`config.mk`:
```
export PLATFORM = sky130hd
export DESIGN_NAME = dds_cmd_ctrl_flat
export DESIGN_NICKNAME = d
export VERILOG_FILES = /design/src/rtl/dds_cmd_pkg.sv /design/src/rtl/dds_cmd_ctrl_if.sv /design/src/rtl/dds_cmd_timeout.sv /design/src/rtl/dds_cmd_ctrl.sv /design/src/flat_wrapper.sv
export SDC_FILE = /design/constraint.sdc
export NUM_CORES = 1
export LEC_CHECK = 0
export BUFFER_PORTS_ARGS = -buffer_cell sky130_fd_sc_hd__buf_4
export CELL_PAD_IN_SITES_DETAIL_PLACEMENT = 1
export CELL_PAD_IN_SITES_GLOBAL_PLACEMENT = 2
export CORE_ASPECT_RATIO = 2
export CORE_MARGIN = 2
export CORE_UTILIZATION = 32
export CTS_BUF_LIST = sky130_fd_sc_hd__clkbuf_8 sky130_fd_sc_hd__clkbuf_16
export DETAILED_ROUTE_END_ITERATION = 10
export PLACE_DENSITY_LB_ADDON = 0.1
export SLEW_MARGIN = 10
export SYNTH_ARGS = -nofsm -noshare
export SYNTH_HDL_FRONTEND = slang
export SYNTH_SLANG_ARGS = --single-unit
```
`constraint.sdc`:
```
create_clock -name sys_clk -period 2.8 [get_ports sys_clk]
set_input_delay 0.56 -clock sys_clk [delete_from_list [all_inputs] [get_ports sys_clk]]
set_output_delay 0.56 -clock sys_clk [all_outputs]
set_load 0.03 [all_outputs]
```
`src/rtl/dds_cmd_pkg.sv`:
```
// Shared constants and types for the DDS command sequencer.
// DDS_CMD_REPLY_EN adds the REPLY state used for UART status bytes.
package dds_cmd_pkg;

  localparam int FTW_W = 32;
  localparam int PHW_W = 16;
  localparam int AMP_W = 12;
  localparam int TO_W  = 16;

  localparam logic [7:0] CMD_FTW    = 8'h01;
  localparam logic [7:0] CMD_PHASE  = 8'h02;
  localparam logic [7:0] CMD_AMP    = 8'h03;
  localparam logic [7:0] CMD_WAVE   = 8'h04;
  localparam logic [7:0] CMD_LED    = 8'h08;
  localparam logic [7:0] CMD_COMMIT = 8'h10;
  localparam logic [7:0] CMD_CLR    = 8'h7F;

  localparam logic [7:0] RPL_OK      = 8'hA5;
  localparam logic [7:0] RPL_BADCMD  = 8'hE1;
  localparam logic [7:0] RPL_TIMEOUT = 8'hE2;

  typedef enum logic [1:0] {
    WAVE_SINE     = 2'd0,
    WAVE_SQUARE   = 2'd1,
    WAVE_TRIANGLE = 2'd2,
    WAVE_SAW      = 2'd3
  } wave_t;

`ifdef DDS_CMD_REPLY_EN
  typedef enum logic [1:0] {
    ST_IDLE   = 2'd0,
    ST_DECODE = 2'd1,
    ST_XFER   = 2'd2,
    ST_REPLY  = 2'd3
  } state_t;
`else
  typedef enum logic [1:0] {
    ST_IDLE   = 2'd0,
    ST_DECODE = 2'd1,
    ST_XFER   = 2'd2
  } state_t;
`endif

  function automatic logic cmd_is_known(input logic [7:0] cmd);
    return (cmd == CMD_FTW)  || (cmd == CMD_PHASE)  || (cmd == CMD_AMP) ||
           (cmd == CMD_WAVE) || (cmd == CMD_LED)    || (cmd == CMD_COMMIT) ||
           (cmd == CMD_CLR);
  endfunction

endpackage

```
`src/rtl/dds_cmd_ctrl_if.sv`:
```
// Packet, DDS configuration and status bundle of the command sequencer.
// DDS_CMD_REPLY_EN adds the tx_req/tx_data/tx_busy reply channel.
interface dds_cmd_ctrl_if;

  logic                            recv_done;
  logic [7:0]                      dataA;
  logic [15:0]                     dataB;
  logic [15:0]                     dataC;
  logic [7:0]                      dataD;
  logic                            cfg_valid;
  logic                            cfg_ready;
  logic [dds_cmd_pkg::FTW_W-1:0]   cfg_ftw;
  logic [dds_cmd_pkg::PHW_W-1:0]   cfg_phase;
  logic [dds_cmd_pkg::AMP_W-1:0]   cfg_amp;
  logic [1:0]                      cfg_wave;
  logic                            dds_en;
  logic                            led_en;
  logic                            busy;
  logic                            err;
  logic [7:0]                      drop_cnt;
`ifdef DDS_CMD_REPLY_EN
  logic                            tx_req;
  logic [7:0]                      tx_data;
  logic                            tx_busy;

  modport master (
    input  recv_done, dataA, dataB, dataC, dataD, cfg_ready, tx_busy,
    output cfg_valid, cfg_ftw, cfg_phase, cfg_amp, cfg_wave, dds_en,
           led_en, busy, err, drop_cnt, tx_req, tx_data
  );

  modport slave (
    output recv_done, dataA, dataB, dataC, dataD, cfg_ready, tx_busy,
    input  cfg_valid, cfg_ftw, cfg_phase, cfg_amp, cfg_wave, dds_en,
           led_en, busy, err, drop_cnt, tx_req, tx_data
  );
`else
  modport master (
    input  recv_done, dataA, dataB, dataC, dataD, cfg_ready,
    output cfg_valid, cfg_ftw, cfg_phase, cfg_amp, cfg_wave, dds_en,
           led_en, busy, err, drop_cnt
  );

  modport slave (
    output recv_done, dataA, dataB, dataC, dataD, cfg_ready,
    input  cfg_valid, cfg_ftw, cfg_phase, cfg_amp, cfg_wave, dds_en,
           led_en, busy, err, drop_cnt
  );
`endif

endinterface

```
`src/rtl/dds_cmd_timeout.sv`:
```
// Wait-cycle counter: load clears, en counts, o_expire flags the TO_CYC-th enabled cycle.
module dds_cmd_timeout
  import dds_cmd_pkg::*;
#(
  parameter int TO_CYC = 65535
) (
  input  logic i_clk,
  input  logic i_rst,
  input  logic i_load,
  input  logic i_en,
  output logic o_expire
);

  localparam logic [TO_W-1:0] LAST = TO_W'(TO_CYC - 1);

  logic [TO_W-1:0] r_cnt;

  always_ff @(posedge i_clk) begin
    if (i_rst) begin
      r_cnt <= '0;
    end else if (i_load) begin
      r_cnt <= '0;
    end else if (i_en && (r_cnt != LAST)) begin
      r_cnt <= r_cnt + TO_W'(1);
    end
  end

  assign o_expire = i_en && (r_cnt == LAST);

endmodule

```
`src/rtl/dds_cmd_ctrl.sv`:
```
// Decodes UART packets into shadow DDS settings and commits them via valid/ready.
// DDS_CMD_REPLY_EN enables the REPLY state and status byte transmission.
module dds_cmd_ctrl
  import dds_cmd_pkg::*;
#(
  parameter int TO_CYC = 65535
) (
  input  logic           sys_clk,
  input  logic           sys_rst,
  dds_cmd_ctrl_if.master bus
);

  state_t             r_state;
  state_t             w_next_state;
  logic               w_accept;
  logic               w_drop;
  logic               w_xfer_ok;
  logic               w_xfer_to;
  logic               w_to_load;
  logic               w_to_en;
  logic               w_to_expire;

  logic [7:0]         r_cmd;
  logic [15:0]        r_dataB;
  logic [15:0]        r_dataC;
  logic [1:0]         r_dataD;

  logic [FTW_W-1:0]   r_sh_ftw;
  logic [PHW_W-1:0]   r_sh_phase;
  logic [AMP_W-1:0]   r_sh_amp;
  wave_t              r_sh_wave;

  logic [FTW_W-1:0]   r_cfg_ftw;
  logic [PHW_W-1:0]   r_cfg_phase;
  logic [AMP_W-1:0]   r_cfg_amp;
  wave_t              r_cfg_wave;
  logic               r_dds_en;
  logic               r_led_en;
  logic               r_err;
  logic [7:0]         r_drop_cnt;

  // Only the two low aux bits carry meaning in any command.
  logic               w_unused_dataD;
  assign w_unused_dataD = ^bus.dataD[7:2];

`ifdef DDS_CMD_REPLY_EN
  logic [7:0]         r_tx_data;
  logic               r_seen_busy;
  assign w_to_en = (r_state == ST_XFER) || (r_state == ST_REPLY);
`else
  assign w_to_en = (r_state == ST_XFER);
`endif

  dds_cmd_timeout #(
    .TO_CYC   (TO_CYC)
  ) u_timeout (
    .i_clk    (sys_clk),
    .i_rst    (sys_rst),
    .i_load   (w_to_load),
    .i_en     (w_to_en),
    .o_expire (w_to_expire)
  );

  always_ff @(posedge sys_clk) begin
    if (sys_rst) begin
      r_state <= ST_IDLE;
    end else begin
      r_state <= w_next_state;
    end
  end

  always_comb begin
    w_next_state = r_state;
    w_accept     = 1'b0;
    w_drop       = 1'b0;
    w_xfer_ok    = 1'b0;
    w_xfer_to    = 1'b0;
    w_to_load    = 1'b0;
    case (r_state)
      ST_IDLE: begin
        w_accept = bus.recv_done;
        if (bus.recv_done) begin
          w_next_state = ST_DECODE;
        end
      end
      ST_DECODE: begin
        w_drop    = bus.recv_done;
        w_to_load = 1'b1;
        if (r_cmd == CMD_COMMIT) begin
          w_next_state = ST_XFER;
        end else begin
`ifdef DDS_CMD_REPLY_EN
          w_next_state = ST_REPLY;
`else
          w_next_state = ST_IDLE;
`endif
        end
      end
      ST_XFER: begin
        w_drop    = bus.recv_done;
        w_xfer_ok = bus.cfg_ready;
        w_xfer_to = !bus.cfg_ready && w_to_expire;
        if (w_xfer_ok || w_xfer_to) begin
          w_to_load = 1'b1;
`ifdef DDS_CMD_REPLY_EN
          w_next_state = ST_REPLY;
`else
          w_next_state = ST_IDLE;
`endif
        end
      end
`ifdef DDS_CMD_REPLY_EN
      ST_REPLY: begin
        w_drop = bus.recv_done;
        // A transmitter that never responds must not wedge the sequencer.
        if ((r_seen_busy && !bus.tx_busy) || w_to_expire) begin
          w_next_state = ST_IDLE;
        end
      end
`endif
      default: begin
        w_next_state = ST_IDLE;
      end
    endcase
  end

  always_ff @(posedge sys_clk) begin
    if (sys_rst) begin
      r_cmd       <= '0;
      r_dataB     <= '0;
      r_dataC     <= '0;
      r_dataD     <= '0;
      r_sh_ftw    <= '0;
      r_sh_phase  <= '0;
      r_sh_amp    <= '0;
      r_sh_wave   <= WAVE_SINE;
      r_cfg_ftw   <= '0;
      r_cfg_phase <= '0;
      r_cfg_amp   <= '0;
      r_cfg_wave  <= WAVE_SINE;
      r_dds_en    <= 1'b0;
      r_led_en    <= 1'b0;
      r_err       <= 1'b0;
      r_drop_cnt  <= '0;
    end else begin
      if (w_accept) begin
        r_cmd   <= bus.dataA;
        r_dataB <= bus.dataB;
        r_dataC <= bus.dataC;
        r_dataD <= bus.dataD[1:0];
      end
      if (w_drop && (r_drop_cnt != 8'hFF)) begin
        r_drop_cnt <= r_drop_cnt + 8'd1;
      end
      // Placed after the drop counter so a CLR wins over a same-cycle drop.
      if (r_state == ST_DECODE) begin
        case (r_cmd)
          CMD_FTW:   r_sh_ftw   <= {r_dataB, r_dataC};
          CMD_PHASE: r_sh_phase <= r_dataB;
          CMD_AMP:   r_sh_amp   <= r_dataC[AMP_W-1:0];
          CMD_WAVE:  r_sh_wave  <= wave_t'(r_dataD);
          CMD_LED:   r_led_en   <= r_dataD[0];
          CMD_COMMIT: begin
            r_cfg_ftw   <= r_sh_ftw;
            r_cfg_phase <= r_sh_phase;
            r_cfg_amp   <= r_sh_amp;
            r_cfg_wave  <= r_sh_wave;
            r_dds_en    <= r_dataD[0];
          end
          CMD_CLR: begin
            r_err      <= 1'b0;
            r_drop_cnt <= '0;
          end
          default:   r_err      <= 1'b1;
        endcase
      end
      if (w_xfer_to) begin
        r_err    <= 1'b1;
        r_dds_en <= 1'b0;
      end
    end
  end

`ifdef DDS_CMD_REPLY_EN
  always_ff @(posedge sys_clk) begin
    if (sys_rst) begin
      r_tx_data   <= '0;
      r_seen_busy <= 1'b0;
    end else begin
      if ((r_state == ST_DECODE) && (r_cmd != CMD_COMMIT)) begin
        r_tx_data <= cmd_is_known(r_cmd) ? RPL_OK : RPL_BADCMD;
      end
      if (w_xfer_ok) begin
        r_tx_data <= RPL_OK;
      end
      if (w_xfer_to) begin
        r_tx_data <= RPL_TIMEOUT;
      end
      if (w_to_load) begin
        r_seen_busy <= 1'b0;
      end else if ((r_state == ST_REPLY) && bus.tx_busy) begin
        r_seen_busy <= 1'b1;
      end
    end
  end

  assign bus.tx_req  = (r_state == ST_REPLY);
  assign bus.tx_data = r_tx_data;
`endif

  assign bus.cfg_valid = (r_state == ST_XFER);
  assign bus.busy      = (r_state != ST_IDLE);
  assign bus.cfg_ftw   = r_cfg_ftw;
  assign bus.cfg_phase = r_cfg_phase;
  assign bus.cfg_amp   = r_cfg_amp;
  assign bus.cfg_wave  = r_cfg_wave;
  assign bus.dds_en    = r_dds_en;
  assign bus.led_en    = r_led_en;
  assign bus.err       = r_err;
  assign bus.drop_cnt  = r_drop_cnt;

endmodule

```
`src/flat_wrapper.sv`:
```
// flat-port wrapper written by rule: the top's interface ports become plain ports
module dds_cmd_ctrl_flat import dds_cmd_pkg::*;
#(
  parameter int TO_CYC = 65535
)
  (sys_clk, sys_rst, bus_recv_done, bus_dataA, bus_dataB, bus_dataC, bus_dataD, bus_cfg_ready, bus_cfg_valid, bus_cfg_ftw, bus_cfg_phase, bus_cfg_amp, bus_cfg_wave, bus_dds_en, bus_led_en, bus_busy, bus_err, bus_drop_cnt);
  dds_cmd_ctrl_if bus_i ();
  input  logic sys_clk;
  input  logic sys_rst;
  input wire logic [$bits(bus_i.recv_done)-1:0] bus_recv_done;
  input wire logic [$bits(bus_i.dataA)-1:0] bus_dataA;
  input wire logic [$bits(bus_i.dataB)-1:0] bus_dataB;
  input wire logic [$bits(bus_i.dataC)-1:0] bus_dataC;
  input wire logic [$bits(bus_i.dataD)-1:0] bus_dataD;
  input wire logic [$bits(bus_i.cfg_ready)-1:0] bus_cfg_ready;
  output wire logic [$bits(bus_i.cfg_valid)-1:0] bus_cfg_valid;
  output wire logic [$bits(bus_i.cfg_ftw)-1:0] bus_cfg_ftw;
  output wire logic [$bits(bus_i.cfg_phase)-1:0] bus_cfg_phase;
  output wire logic [$bits(bus_i.cfg_amp)-1:0] bus_cfg_amp;
  output wire logic [$bits(bus_i.cfg_wave)-1:0] bus_cfg_wave;
  output wire logic [$bits(bus_i.dds_en)-1:0] bus_dds_en;
  output wire logic [$bits(bus_i.led_en)-1:0] bus_led_en;
  output wire logic [$bits(bus_i.busy)-1:0] bus_busy;
  output wire logic [$bits(bus_i.err)-1:0] bus_err;
  output wire logic [$bits(bus_i.drop_cnt)-1:0] bus_drop_cnt;
  assign bus_i.recv_done = bus_recv_done;
  assign bus_i.dataA = bus_dataA;
  assign bus_i.dataB = bus_dataB;
  assign bus_i.dataC = bus_dataC;
  assign bus_i.dataD = bus_dataD;
  assign bus_i.cfg_ready = bus_cfg_ready;
  assign bus_cfg_valid = bus_i.cfg_valid;
  assign bus_cfg_ftw = bus_i.cfg_ftw;
  assign bus_cfg_phase = bus_i.cfg_phase;
  assign bus_cfg_amp = bus_i.cfg_amp;
  assign bus_cfg_wave = bus_i.cfg_wave;
  assign bus_dds_en = bus_i.dds_en;
  assign bus_led_en = bus_i.led_en;
  assign bus_busy = bus_i.busy;
  assign bus_err = bus_i.err;
  assign bus_drop_cnt = bus_i.drop_cnt;
  dds_cmd_ctrl #(.TO_CYC(TO_CYC)) u_core (.sys_clk(sys_clk), .sys_rst(sys_rst), .bus(bus_i));
endmodule
```
==> impl_metrics.csv <==
group,metric,value,unit
status,status,"finished, final reports clean",
synthesis,ys.warnings.count,0,
global_routing,track_usage,17.8,%
place,hpwl,13800,µm
place,placed_cells,1242,
global_routing,grt_pass1_vias,6247,
power,vdd_ir_drop_max,0.340,mV
sta,hold_viol,0,
global_routing,grt_max_degree,91,
floorplanning,ioPinCount,127,
layout,fill_cells,2659,
power,pwr-share-clk,45.4,%
critical_path,critPathTopFamily,"simple AND/OR/NAND/NOR gates",
floorplanning,start_util,32.7,%
layout,diodes,0,
global_routing,antenna_found_initial,0,
power,p_leak,3.31,nW
clock_network,cts-htree-levels,4,
clock_network,cts_tree,"done",
synthesis,ys_ff_latch,195,
critical_path,cp_cell_sequence,"or4_4 > or4b_4 > or3b_1 > buf_4 > nand2_1 > a21oi_1",
floorplanning,coreArea,22200,µm²
sta,fin_ws,389,ps
floorplanning,die_y,217,µm
sta,finalCriticalPeriod,2410,ps
critical_path,cp-start-kind,"register",
sta,tightest_slew,774,ps
critical_path,path_max_fanout,20,
global_routing,grt_pass1_wl,33400,µm
critical_path,reg2reg_slack,390,ps
power,pwr-share-seq,49.2,%
place,dpl_cell_area,8480,µm²
sta,fmax,415,MHz
layout,fin_cells,1274,
detailed_routing,vias,6115,
synthesis,synth-seq-area-share,53.9,%
critical_path,max_stage_delay,590,ps
sta,rsz0062_at_grt,"no",
layout,post-route-util,41.1,%
critical_path,path_class,"register to register",
synthesis,synth_edf_count,0,
power,power_density,637,nW/µm²
detailed_routing,drcViolationCount,0,
power,switchingPower,1.31,mW
detailed_routing,drt_wl_total,20900,µm
floorplanning,num_rows,77,
critical_path,crit_buf_inv,1,
clock_network,clk_latency,450,ps
layout,final_area,9110,µm²
synthesis,netlist_instances,880,
sta,setup_tns,0,ps
critical_path,worstPathRequired,3110,ps
synthesis,synth.distinct_cells,38,
job,drv_cap,0,
synthesis,syn_area_per_cell,8.23,µm²
synthesis,ys.flop_type,"dfxtp_1",
global_routing,grt_overflow,0,
synthesis,syn_area,7250,µm²
clock_network,clkTransAtPathRegs,70,ps
clock_network,cts_resized,0,
sta,slew_headroom,48.1,%
place,place.gp.congestion,0.761,
place,place_worst_setup_slack,387,ps
synthesis,async_reset_ff_share,0,%
sta,drv_slew,0,
power,comb_power_share,5.4,%
worst_hold_path,hp-class,"primary input to register",
sta,fin_skew,9.48,ps
power,p_int,4.49,mW
sta,finalSetupViolCount,0,
sta,fin_hold_ws,358,ps
layout,drive_gt1_share,18.1,%
synthesis,syn_nets,938,
layout,multi_input_area,3080,µm²
clock_network,cts_setup_buffers,0,
power,power.total,5.80,mW
floorplanning,die_w,110,µm
clock_network,cts_hold_buf,0,
clock_network,cts_buffers,17,
layout,area_delta_synth_final,25.8,%
floorplanning,dieArea,23900,µm²
critical_path,critical_path.endpoint_type,"register",
clock_network,cts_root_buf,"clkbuf_16",
power,p_sw_share,22.6,%
detailed_routing,postRouteAntennaNets,0,
sta,post-route-period-util,86.1,%
clock_network,cts_sinks,195,
clock_network,clock_tree.buffer_depth,2,
detailed_routing,firstDrtPassIters,4,
layout,regArea,3900,µm²
critical_path,cp_data_arrival_time,2720,ps
detailed_routing,routedWlPerCell,16.4,µm
place,portBuffers,120,
detailed_routing,viasPerCell,4.80,
critical_path,crit_slowest_cell,"or4b_4",
detailed_routing,drtIter0Drc,248,
layout,final_nets,1043,
## registers in the layout, summed over array words and instances (netlist names), 2 cells and up
| signal | cells |
|---|---|
| u_core.u_timeout.r_cnt | 16 |
| u_core.r_sh_amp | 12 |
| u_core.r_dataC | 16 |
| u_core.bus.cfg_phase | 16 |
| u_core.r_sh_ftw | 32 |
| u_core.r_dataB | 16 |
| u_core.bus.cfg_ftw | 32 |
| u_core.bus.drop_cnt | 8 |
| u_core.bus.cfg_wave | 2 |
| u_core.r_dataD | 2 |
| u_core.r_sh_phase | 16 |
| u_core.bus.cfg_amp | 12 |
| u_core.r_state | 2 |
| u_core.r_sh_wave | 2 |
| u_core.r_cmd | 8 |
## path summary, 6_finish.rpt
check / startpoint / end / cells past startpoint
max reg2reg: u_core.r_cmd[7] / u_core.r_sh_ftw[23] / 6
max: u_core.r_cmd[7] / u_core.r_sh_ftw[23] / 6
min: bus_dataC[9] / u_core.r_dataC[9] / 3
min reg2reg: u_core.r_sh_ftw[11] / u_core.bus.cfg_ftw[11] / 2
## tightest hold or removal path, cell delays in order
cell,delay (ps)
buf_4,110
nand2_1,50
a21oi_1,50
## layout by cell type (no fill, tap or decap), types with 6 or more instances in the layout
cell       netlist  routed
a21oi_1        144     144
buf_4            2     134
clkbuf_16        0      17
dfxtp_1        195     195
ha_1             6       6
inv_1           10      13
mux2i_1         34      34
nand2_1        288     287
nand3_1          9       8
nand4_1          7       7
nor2_1          63      62
nor3_1           9       9
nor4_1           7       7
o21ai_0          8       8
xnor2_1         16      16
## cells by family (layout without fill, tap and decap cells)
| family | count (synthesis) | count (layout) | share of synthesized area [%] |
|---|---|---|---|
| xor gates and xnor gates | 17 | 17 | 2.05 |
| muxes | 34 | 34 | 4.70 |
| and+or+nand+nor | 400 | 400 | 22.5 |
| DFF | 195 | 195 | 53.9 |
| AOI/OAI and AO/OA | 164 | 164 | 11.8 |
| adders and majority gates | 6 | 6 | 1.04 |
| buffers and inverters | 64 | 182 | 3.95 |
## power groups by stage
stage	clock network, mW	logic (mW)	registers [mW]
3_5_place_dp	0	0.319	2.92
4_1_cts	2.72	0.320	2.86
3_3_place_gp	0	0.316	2.92
6_report	2.64	0.311	2.86
5_1_grt	2.82	0.346	2.86
2_1_floorplan	0	0.169	2.91
## cell usage after synthesis, types with 2 or more instances
| cell type | n | area share (%) |
|---|---|---|
| buf_2 | 4 | 0.28 |
| o21ai_0 | 8 | 0.55 |
| a311oi_1 | 2 | 0.24 |
| nor2_1 | 63 | 3.3 |
| a31oi_1 | 2 | 0.17 |
| mux2i_1 | 34 | 4.7 |
| nand3_1 | 9 | 0.62 |
| or3_1 | 4 | 0.35 |
| nand4_1 | 7 | 0.60 |
| a21oi_1 | 144 | 9.9 |
| buf_6 | 3 | 0.47 |
| clkbuf_1 | 44 | 2.3 |
| inv_1 | 10 | 0.52 |
| xnor2_1 | 16 | 1.9 |
| nor3_1 | 9 | 0.62 |
| ha_1 | 6 | 1.0 |
| o211ai_1 | 2 | 0.21 |
| a211oi_1 | 2 | 0.21 |
| dfxtp_1 | 195 | 54 |
| and3_1 | 2 | 0.17 |
| nand2_1 | 288 | 15 |
| buf_4 | 2 | 0.21 |
| or2_2 | 2 | 0.17 |
| nor3b_2 | 2 | 0.35 |
| nor4_1 | 7 | 0.60 |
## area by class of cell
cell class	instances	area share, %
sequential	195	42.8
multi-input combinational	621	33.8
timing repair buffer	140	12.3
clock buffer	20	5.12
tap	276	3.79
clock inverter	12	1.78
inverter	10	0.412
## per-layer routing
metal	vias up	wire, µm	share of wire (%)	GRT usage, %
met3	22	646	3.1	3.56
met1	2898	8250	40	19.1
met5	-	0	0	0
met2	97	11600	56	34.1
li1	3098	-	-	-
met4	0	350	1.7	6.58
Power figures use the tool's default switching activity.
